## src/rtl/rgb_sched_pkg.sv

```systemverilog
// rgb_sched_pkg: shared types, duty field layout and breathe scaling helper for the RGB LED scheduler
package rgb_sched_pkg;
  typedef enum logic [1:0] {MODE_SOLID, MODE_BLINK, MODE_BREATHE, MODE_RSVD} mode_t;
  typedef enum logic [1:0] {ST_IDLE, ST_ON, ST_OFF} state_t;
  localparam int DUTY_W = 8;
  localparam int G_OFS  = 0;
  localparam int B_OFS  = 8;
  localparam int R_OFS  = 16;
  // (d*lvl)>>8 on a full-width product, so lvl=255 gives at most 254
  function automatic logic [DUTY_W-1:0] scale_duty(input logic [DUTY_W-1:0] d, input logic [DUTY_W-1:0] lvl);
    logic [2*DUTY_W-1:0] p;
    p = {{DUTY_W{1'b0}}, d} * {{DUTY_W{1'b0}}, lvl};
    return p[2*DUTY_W-1:DUTY_W];
  endfunction
endpackage

```

## src/rtl/rgb_pwm_gen.sv

```systemverilog
// rgb_pwm_gen: prescaler, 8-bit PWM frame counter and registered per-channel comparators
//   hw_clk, rst_n         clock, async active-low reset
//   en                    channels may go high only while en=1
//   duty_g/duty_b/duty_r  8-bit duty per channel
//   frame_end             last clock of a PWM frame (tick with counter at 255)
//   pwm_g/pwm_b/pwm_r     registered PWM bits, one clock behind the counter
module rgb_pwm_gen
  import rgb_sched_pkg::*;
#(
  parameter int PRESCALE = 4
) (
  input  logic              hw_clk,
  input  logic              rst_n,
  input  logic              en,
  input  logic [DUTY_W-1:0] duty_g,
  input  logic [DUTY_W-1:0] duty_b,
  input  logic [DUTY_W-1:0] duty_r,
  output logic              frame_end,
  output logic              pwm_g,
  output logic              pwm_b,
  output logic              pwm_r
);
  localparam int PW = PRESCALE > 1 ? $clog2(PRESCALE) : 1;
  logic [PW-1:0]     presc_d, presc_q;
  logic [DUTY_W-1:0] cnt_d, cnt_q;
  logic [2:0]        pwm_d, pwm_q;
  logic              tick;
  always_comb begin
    tick      = presc_q == PW'(PRESCALE - 1);
    presc_d   = tick ? '0 : presc_q + 1'b1;
    cnt_d     = tick ? cnt_q + 1'b1 : cnt_q;
    frame_end = tick && cnt_q == {DUTY_W{1'b1}};
    pwm_d     = {en && cnt_q < duty_r, en && cnt_q < duty_b, en && cnt_q < duty_g};
  end
  always_ff @(posedge hw_clk or negedge rst_n) begin
    if (!rst_n) begin
      presc_q <= '0;
      cnt_q   <= '0;
      pwm_q   <= '0;
    end else begin
      presc_q <= presc_d;
      cnt_q   <= cnt_d;
      pwm_q   <= pwm_d;
    end
  end
  assign {pwm_r, pwm_b, pwm_g} = pwm_q;
endmodule

```

## src/rtl/rgb_led_sched.sv

```systemverilog
// rgb_led_sched: fixed-priority RGB LED arbiter with frame-aligned ownership, solid/blink (optional breathe)
//   hw_clk, rst_n       clock, async active-low reset
//   req                 level request per requester, index 0 highest priority
//   req_duty            per requester {red[23:16], blue[15:8], green[7:0]}
//   req_mode            per requester 2-bit mode (solid, blink, breathe, reserved=solid)
//   gnt                 one-hot current owner, 0 when idle
//   led_en              LED driver enable, 1 whenever not idle
//   pwm_g/pwm_b/pwm_r   PWM bits for RGB0/RGB1/RGB2
// Optional feature: define RGB_SCHED_BREATHE_EN to make mode 10 a triangular breathe ramp;
// otherwise mode 10 is treated as solid and no level logic exists.
module rgb_led_sched
  import rgb_sched_pkg::*;
#(
  parameter int NREQ         = 4,
  parameter int PRESCALE     = 4,
  parameter int BLINK_FRAMES = 24
) (
  input  logic              hw_clk,
  input  logic              rst_n,
  input  logic [NREQ-1:0]   req,
  input  logic [24*NREQ-1:0] req_duty,
  input  logic [2*NREQ-1:0] req_mode,
  output logic [NREQ-1:0]   gnt,
  output logic              led_en,
  output logic              pwm_g,
  output logic              pwm_b,
  output logic              pwm_r
);
  localparam int BW = $clog2(BLINK_FRAMES + 1);
  logic [NREQ-1:0] gnt_n, gnt_d, gnt_q;
  logic [23:0]     duty_n, duty_d, duty_q, duty_eff;
  mode_t           mode_n;
  state_t          state_d, state_q;
  logic            led_en_d, led_en_q;
  logic [BW-1:0]   blink_d, blink_q;
  logic            frame_end;
  // Descending scan so the lowest requesting index is the last (winning) assignment
  always_comb begin
    gnt_n  = '0;
    duty_n = '0;
    mode_n = MODE_SOLID;
    for (int i = NREQ - 1; i >= 0; i--) begin
      if (req[i]) begin
        gnt_n  = NREQ'(1) << i;
        duty_n = req_duty[24*i +: 24];
        mode_n = mode_t'(req_mode[2*i +: 2]);
      end
    end
  end
  always_comb begin
    state_d = state_q;
    gnt_d   = gnt_q;
    duty_d  = duty_q;
    blink_d = blink_q;
    if (frame_end) begin
      gnt_d  = gnt_n;
      duty_d = duty_n;
      if (gnt_n == '0) begin
        state_d = ST_IDLE;
        blink_d = '0;
      end else if (gnt_n != gnt_q || mode_n != MODE_BLINK) begin
        state_d = ST_ON;
        blink_d = '0;
      end else if (blink_q == BW'(BLINK_FRAMES - 1)) begin
        state_d = state_q == ST_ON ? ST_OFF : ST_ON;
        blink_d = '0;
      end else begin
        blink_d = blink_q + 1'b1;
      end
    end
    led_en_d = state_d != ST_IDLE;
  end
`ifdef RGB_SCHED_BREATHE_EN
  mode_t             mode_d, mode_q;
  logic [DUTY_W-1:0] level_d, level_q;
  logic              up_d, up_q;
  // Triangle 0..255..0; restarts from 0 whenever the owner changes or leaves breathe mode
  always_comb begin
    mode_d  = frame_end ? mode_n : mode_q;
    level_d = level_q;
    up_d    = up_q;
    if (frame_end) begin
      if (gnt_n != gnt_q || mode_n != MODE_BREATHE) begin
        level_d = '0;
        up_d    = 1'b1;
      end else if (up_q) begin
        level_d = level_q == 8'hFF ? 8'hFE : level_q + 1'b1;
        up_d    = level_q != 8'hFF;
      end else begin
        level_d = level_q == 8'h00 ? 8'h01 : level_q - 1'b1;
        up_d    = level_q == 8'h00;
      end
    end
    duty_eff = mode_q == MODE_BREATHE ?
               {scale_duty(duty_q[R_OFS +: DUTY_W], level_q),
                scale_duty(duty_q[B_OFS +: DUTY_W], level_q),
                scale_duty(duty_q[G_OFS +: DUTY_W], level_q)} : duty_q;
  end
`else
  assign duty_eff = duty_q;
`endif
  always_ff @(posedge hw_clk or negedge rst_n) begin
    if (!rst_n) begin
      state_q  <= ST_IDLE;
      gnt_q    <= '0;
      duty_q   <= '0;
      blink_q  <= '0;
      led_en_q <= 1'b0;
`ifdef RGB_SCHED_BREATHE_EN
      mode_q   <= MODE_SOLID;
      level_q  <= '0;
      up_q     <= 1'b1;
`endif
    end else begin
      state_q  <= state_d;
      gnt_q    <= gnt_d;
      duty_q   <= duty_d;
      blink_q  <= blink_d;
      led_en_q <= led_en_d;
`ifdef RGB_SCHED_BREATHE_EN
      mode_q   <= mode_d;
      level_q  <= level_d;
      up_q     <= up_d;
`endif
    end
  end
  rgb_pwm_gen #(.PRESCALE(PRESCALE)) u_pwm (
    .hw_clk   (hw_clk),
    .rst_n    (rst_n),
    .en       (state_q == ST_ON),
    .duty_g   (duty_eff[G_OFS +: DUTY_W]),
    .duty_b   (duty_eff[B_OFS +: DUTY_W]),
    .duty_r   (duty_eff[R_OFS +: DUTY_W]),
    .frame_end(frame_end),
    .pwm_g    (pwm_g),
    .pwm_b    (pwm_b),
    .pwm_r    (pwm_r)
  );
  assign gnt    = gnt_q;
  assign led_en = led_en_q;
endmodule

```

## config.mk

```make
export PLATFORM = sky130hd
export DESIGN_NAME = rgb_led_sched
export DESIGN_NICKNAME = d
export VERILOG_FILES = /design/src/rtl/rgb_sched_pkg.sv /design/src/rtl/rgb_pwm_gen.sv /design/src/rtl/rgb_led_sched.sv
export SDC_FILE = /design/constraint.sdc
export NUM_CORES = 1
export LEC_CHECK = 0
export ABC_CLOCK_PERIOD_IN_PS = 2200
export CORE_MARGIN = 2
export CORE_UTILIZATION = 35
export DETAILED_ROUTE_END_ITERATION = 8
export GPL_TIMING_DRIVEN = 0
export PLACE_DENSITY = 0.66
export SYNTH_ARGS = -nofsm -noshare
export SYNTH_HDL_FRONTEND = slang
export SYNTH_SLANG_ARGS = --single-unit
```

## constraint.sdc

```tcl
create_clock -name hw_clk -period 2.2 [get_ports hw_clk]
set_input_delay 0.66 -clock hw_clk [delete_from_list [all_inputs] [get_ports hw_clk]]
set_output_delay 0.66 -clock hw_clk [all_outputs]
set_load 0.005 [all_outputs]
```

# [Word-level counts from Yosys, hierarchy flattened]
# Index checks and enable logic that the tools add are counted.
[op_classes] addsub=3 order_cmp=3 n_eq_ne=6 n_mux=21 n_reduce_logical=7
[op_table] cell="24-bit two-way mux" count=4
[op_table] cell="8-bit less-than comparator" count=3
[op_table] cell="2-bit two-way mux" count=10
[op_table] cell="4-bit two-way mux" count=4
[op_table] cell="5-bit two-way mux" count=3
[op_table] cell="8-bit by 1-bit adder with 8-bit output, second input constant" count=1
[op_table] cell="8-bit equality test, second input constant" count=1
[op_table] cell="5-bit by 1-bit adder with 5-bit output, second input constant" count=1
[op_table] cell="5-bit equality test, second input constant" count=1
[op_table] cell="1-bit logical AND" count=4
[op_table] cell="4-bit zero test" count=1
[op_table] cell="4-bit inequality test" count=1
[op_table] cell="2-bit by 1-bit adder with 2-bit output, second input constant" count=1
[op_table] cell="2-bit by 1-bit equality test with 1-bit output, second input constant" count=1
[op_table] cell="2-bit equality test, second input constant" count=1
[op_table] cell="2-bit by 1-bit inequality test with 1-bit output, second input constant" count=1
[op_table] cell="2-bit nonzero test" count=1
[op_table] cell="1-bit logical OR" count=1
[word_totals] regBits=49 inputBits=110 out_inout_bits=8 word_cells=48

# [Logic depth before layout (Yosys ltp)]
# Gate-level depths: netlist of run 1.
[depth] ltp_word=10 mapped_depth=7 ltp_nobuf=6

# [Modules after synthesis]
# From an unflattened synthesis of run 1, not the netlist that was laid out.
[unflattened] cells_unflattened=339 hier_area_um2=3143.0
[by_module_without_submodules] module="rgb_led_sched" instances=1 cells_per_inst=237 area_per_inst_um2=2107.0 seq_area_each_um2=900.9
[by_module_without_submodules] module="rgb_pwm_gen" instances=1 cells_per_inst=102 area_per_inst_um2=1036.0 seq_area_each_um2=325.3

# [Least setup slack after synthesis of run 1]
# No wires, ideal clock.
[synth_timing] kind="input to register" startpoint="in req[0]" endpoint="reg blink_q[4]" setup_ns=0.122 arrival_time_ns=1.756 required_ns=2.078 setup_slack_ns=0.322 stages=7 path_buffers=2 cell_sequence="buf_4 -> and3b_1 -> o311ai_1 -> o21ai_1 -> buf_6 -> a41oi_1 -> o21ai_1"
[synth_between] elab_chain_cells=5 elab_cells_between_ends=8 classes_between="eq/ne (2); mux (4); reduce/logical (2)"
[synth_rtl] item="start, declared" line_no="rgb_led_sched.sv:20" rtl="input logic [NREQ-1:0] req,"
[synth_rtl] item="4-bit two-way mux or 2-bit two-way mux (tied branches)" line_no="rgb_led_sched.sv:43" rtl="if (req[i]) begin"
[synth_rtl] item="4-bit inequality test or 2-bit by 1-bit inequality test with 1-bit output (tied branches)" line_no="rgb_led_sched.sv:61" rtl="end else if (gnt_n != gnt_q || mode_n != MODE_BLINK) begin"
[synth_rtl] item="1-bit logical OR" line_no="rgb_led_sched.sv:61"
[synth_rtl] item="5-bit two-way mux" line_no="rgb_led_sched.sv:61"
[synth_rtl] item="5-bit two-way mux (*)" line_no="rgb_led_sched.sv:58" rtl="if (gnt_n == '0) begin"
[synth_rtl] item="end signal, assigned" line_no="rgb_led_sched.sv:118" rtl="blink_q <= blink_d;"
[synth_rtl] item="end, declared" line_no="rgb_led_sched.sv:35" rtl="logic [BW-1:0] blink_d, blink_q;"
# Mark *: on every way between the ends. The rest lies on a longest branch, timed or not.
# A chain may end at the register's enable or synchronous reset.

# [Worst setup path after layout of run 1]
# Same ends and word-level chain as after synthesis.

==> results of run 1 <==
cell usage after synthesis (6+ instances only):
cell type,n
inv_1,24
nand2_1,44
dfrtp_1,49
nand3_1,7
a21o_1,6
clkbuf_1,13
a22oi_1,45
o21ai_0,50
ha_1,24
a31oi_1,11
nand4_1,6
nor2_1,9
state kept, by name (all words and copies together) (netlist names):
name	cells
blink_q	5
u_pwm.presc_q	2
led_en	1
u_pwm.cnt_q	8
duty_eff	24
gnt	4
u_pwm.pwm_q	3
state_q	2
worst reg2reg max path, cell delays in order (launching register included):
cell and delay, ps:
dfrtp_1 490, ha_1 210, and3_1 210, nand3_1 320, nor2_2 310, a41oi_1 140, o21ai_1 160
final cells by class:
type	count	share of cell area, %
Buffer	22	2.645
Clock buffer	7	1.882
Clock inverter	1	0.6545
Inverter	24	1.963
Multi-Input combinational cell	253	37.01
Sequential cell	49	26.72
Tap cell	108	2.945
Timing Repair Buffer	120	26.18
logic make-up (layout without fill, tap and decap cells):
kind of cell    count (synthesis)  count (layout)  synth area share, %
buf+inv                        46             174                6.487
simple gates                   87              87                13.94
compound gates                132             132                27.44
fa+ha+maj                      24              24                9.670
flops                          49              49                39.48
xor+xnor                        8               8                2.256
mux                             2               2               0.7252
how the worst min path moves through the flow:
stage	depth (start not counted)	slack, ps	to
after floorplan	0	360	blink_q[0]
after global placement	1	410	u_pwm.presc_q[0]
after detailed placement	1	430	u_pwm.presc_q[0]
after CTS	1	190	blink_q[1]
after global routing	1	190	blink_q[0]
final	1	190	blink_q[4]
metal layers:
layer	share of wire, %	vias to the layer above
li1	-	1530
met1	45	1400
met2	46	111
met3	6.0	16
met4	2.6	0
met5	0	-
per-stage QoR:
stage / cell area [sq um] / worst slack [ps] / utilization (%) / hold WS [ps] / cells
6_report: 4588 / 151.1 / 52.87 / 187.3 / 584
5_1_grt: 4588 / 19.78 / 52.87 / 191.0 / 584
4_1_cts: 4577 / 14.53 / 52.74 / 190.2 / 584
3_5_place_dp: 4427 / -507.9 / 51.01 / 428.0 / 574
3_3_place_gp: 4412 / -898.9 / 50.84 / 413.7 / 573
2_1_floorplan: 3105 / 322.2 / - / 364.4 / 348
power groups by stage:
stage	logic (W)	registers, W	clock network, W
global placement	0.000340	0.000918	0
global route	0.000377	0.000900	0.000716
floorplan	0.0000942	0.000918	0
finish	0.000348	0.000900	0.000662
detailed placement	0.000346	0.000918	0
CTS	0.000350	0.000900	0.000684
repair_timing:
action	4_1_cts	5_1_grt
resized for setup	7	8
setup endpoints to repair	26	27
setup buffers	2	0
pin swaps	2	0
==> impl_metrics.json, run 1 <==
{
  "status": "finished, final reports clean",
  "p_clk_share_pct": 34.7,
  "clkSlewWorstSetupHoldPaths_ps": 90,
  "avgSynthCellArea_sq_um": 8.924,
  "yosysTopAreaCell": "dfrtp_1",
  "setup.worst_path.end": "blink_q[4]",
  "cellLeakagePower_nw": 2.089,
  "syn_area_sq_um": 3105,
  "grt_use_met1_pct": 24.91,
  "start_util_pct": 35.78,
  "rsz0062_at_grt": "false",
  "rr_startpoint": "u_pwm.cnt_q[1]",
  "drtIter0Drc": 102,
  "gr-total-overflow": 0,
  "num-fill-cells": 834,
  "period_minus_slack_ps": 2049,
  "nets": 609,
  "min_path_type": "in -> async",
  "drive_above_1_share_pct": 6.513,
  "die-area_sq_um": 9642,
  "fmax_mhz": 488.1,
  "max-clock-path-buffers": 2,
  "ys.flop_type": "dfrtp_1",
  "path_cells": "dlygate4sd2_1 -> buf_4 -> and3b_1 -> o311ai_1 -> o21ai_1 -> buf_6 -> a41oi_1 -> o21ai_1",
  "drt_wl_total_um": 9105,
  "cpMostUsedCell": "o21ai_1",
  "cap_violations": 0,
  "switching_share_pct": 21.74,
  "die_x_um": 98.20,
  "pwr-share-comb_pct": 18.2,
  "antenna_found_initial": 0,
  "cts_tree": "built",
  "drv_slew": 0,
  "grt_max_degree": 43,
  "regToRegEndpoint": "blink_q[4]",
  "viasPerCell": 5.235,
  "wl_per_cell_um": 15.59,
  "ios": 118,
  "critical_path_class": "in -> reg",
  "total_power_w": 0.001910,
  "detail_route.first_pass.iterations": 4,
  "ys_ff_latch": 49,
  "netlist_instances": 348,
  "grt_use_total_pct": 18.90,
  "start_kind": "input pin",
  "power_frac_seq_pct": 47.1,
  "postSynthNetCount": 482,
  "setup_viol": 0,
  "synth_warnings": 0,
  "critical_path.top_delay_family": "compound AO/OA/AOI/OAI gates",
  "slowest_stage": "dlygate4sd2_1",
  "cts_buffers": 5,
  "cts_sinks": 49,
  "cts_hold_buf": 0,
  "cp-startpoint": "req[0]",
  "multi_input_area_sq_um": 1698,
  "ys_types": 41,
  "dp_hpwl_um": 7354,
  "final_common_cell": "clkdlybuf4s50_1",
  "critPathBufInv": 3,
  "globalRouteMet3Util_pct": 3.508,
  "remaining_drc_errors": 0,
  "htree_levels": 2,
  "gp_congestion": 0.8452,
  "crit_required_ps": 2390,
  "intPower_w": 0.001495,
  "port_buffers": 117,
  "peakVddDrop_mv": 0.2403,
  "synth.top_cell.area_share_pct": 39.48,
  "cp.arrival_ps": 2240,
  "coreArea_sq_um": 8678,
  "area_growth_pct": 47.74,
  "worstMarginPinSlew_ps": 485.2,
  "grt_pass1_wl_um": 14700,
  "slowest_delay_ps": 280,
  "clkLatencyLatePin_ps": 300,
  "fin_tns_setup_ps": 0,
  "rows": 34,
  "antennaDiodeCount": 0,
  "regArea_sq_um": 1226,
  "async_flop_share_pct": 100.0,
  "rr_worst_depth": 6,
  "vias": 3057,
  "p_sw_w": 0.0004154,
  "cts_root_buf": "clkbuf_8",
  "cp-end-kind": "register",
  "busiest_layer": "met2",
  "use_met2_pct": 31.35,
  "grt_pass1_vias": 3045,
  "synth_edf_count": 0,
  "mostFrequentLayoutCells": "clkdlybuf4s50_1, o21ai_0, dfrtp_1",
  "synthTopCellsByArea": "dfrtp_1, a22oi_1, ha_1",
  "seq_area_frac_synth_pct": 39.48,
  "min_period_over_period_pct": 93.13,
  "die_h_um": 98.20,
  "power_density_nw_per_um2": 416.4,
  "r2r_slack_ps": 290,
  "antenna_left": 0,
  "critPathMaxFanout": 10,
  "slew_headroom_pct": 67.65,
  "cp.depth": 8,
  "hold_viol": 0,
  "finClkSkew_ps": 10.97
}
Power figures use the tool's default switching activity.
==> inputs of run 2 (changes only) <==
--- a/config.mk
+++ b/config.mk
@@ -8,6 +8,7 @@
 export ABC_CLOCK_PERIOD_IN_PS = 2200
 export CORE_MARGIN = 2
 export CORE_UTILIZATION = 35
+export CTS_CLUSTER_DIAMETER = 40
 export DETAILED_ROUTE_END_ITERATION = 8
 export GPL_TIMING_DRIVEN = 0
 export PLACE_DENSITY = 0.66
==> results of run 2 <==
Final layout, timing and power as in run 1 (identical DEF).
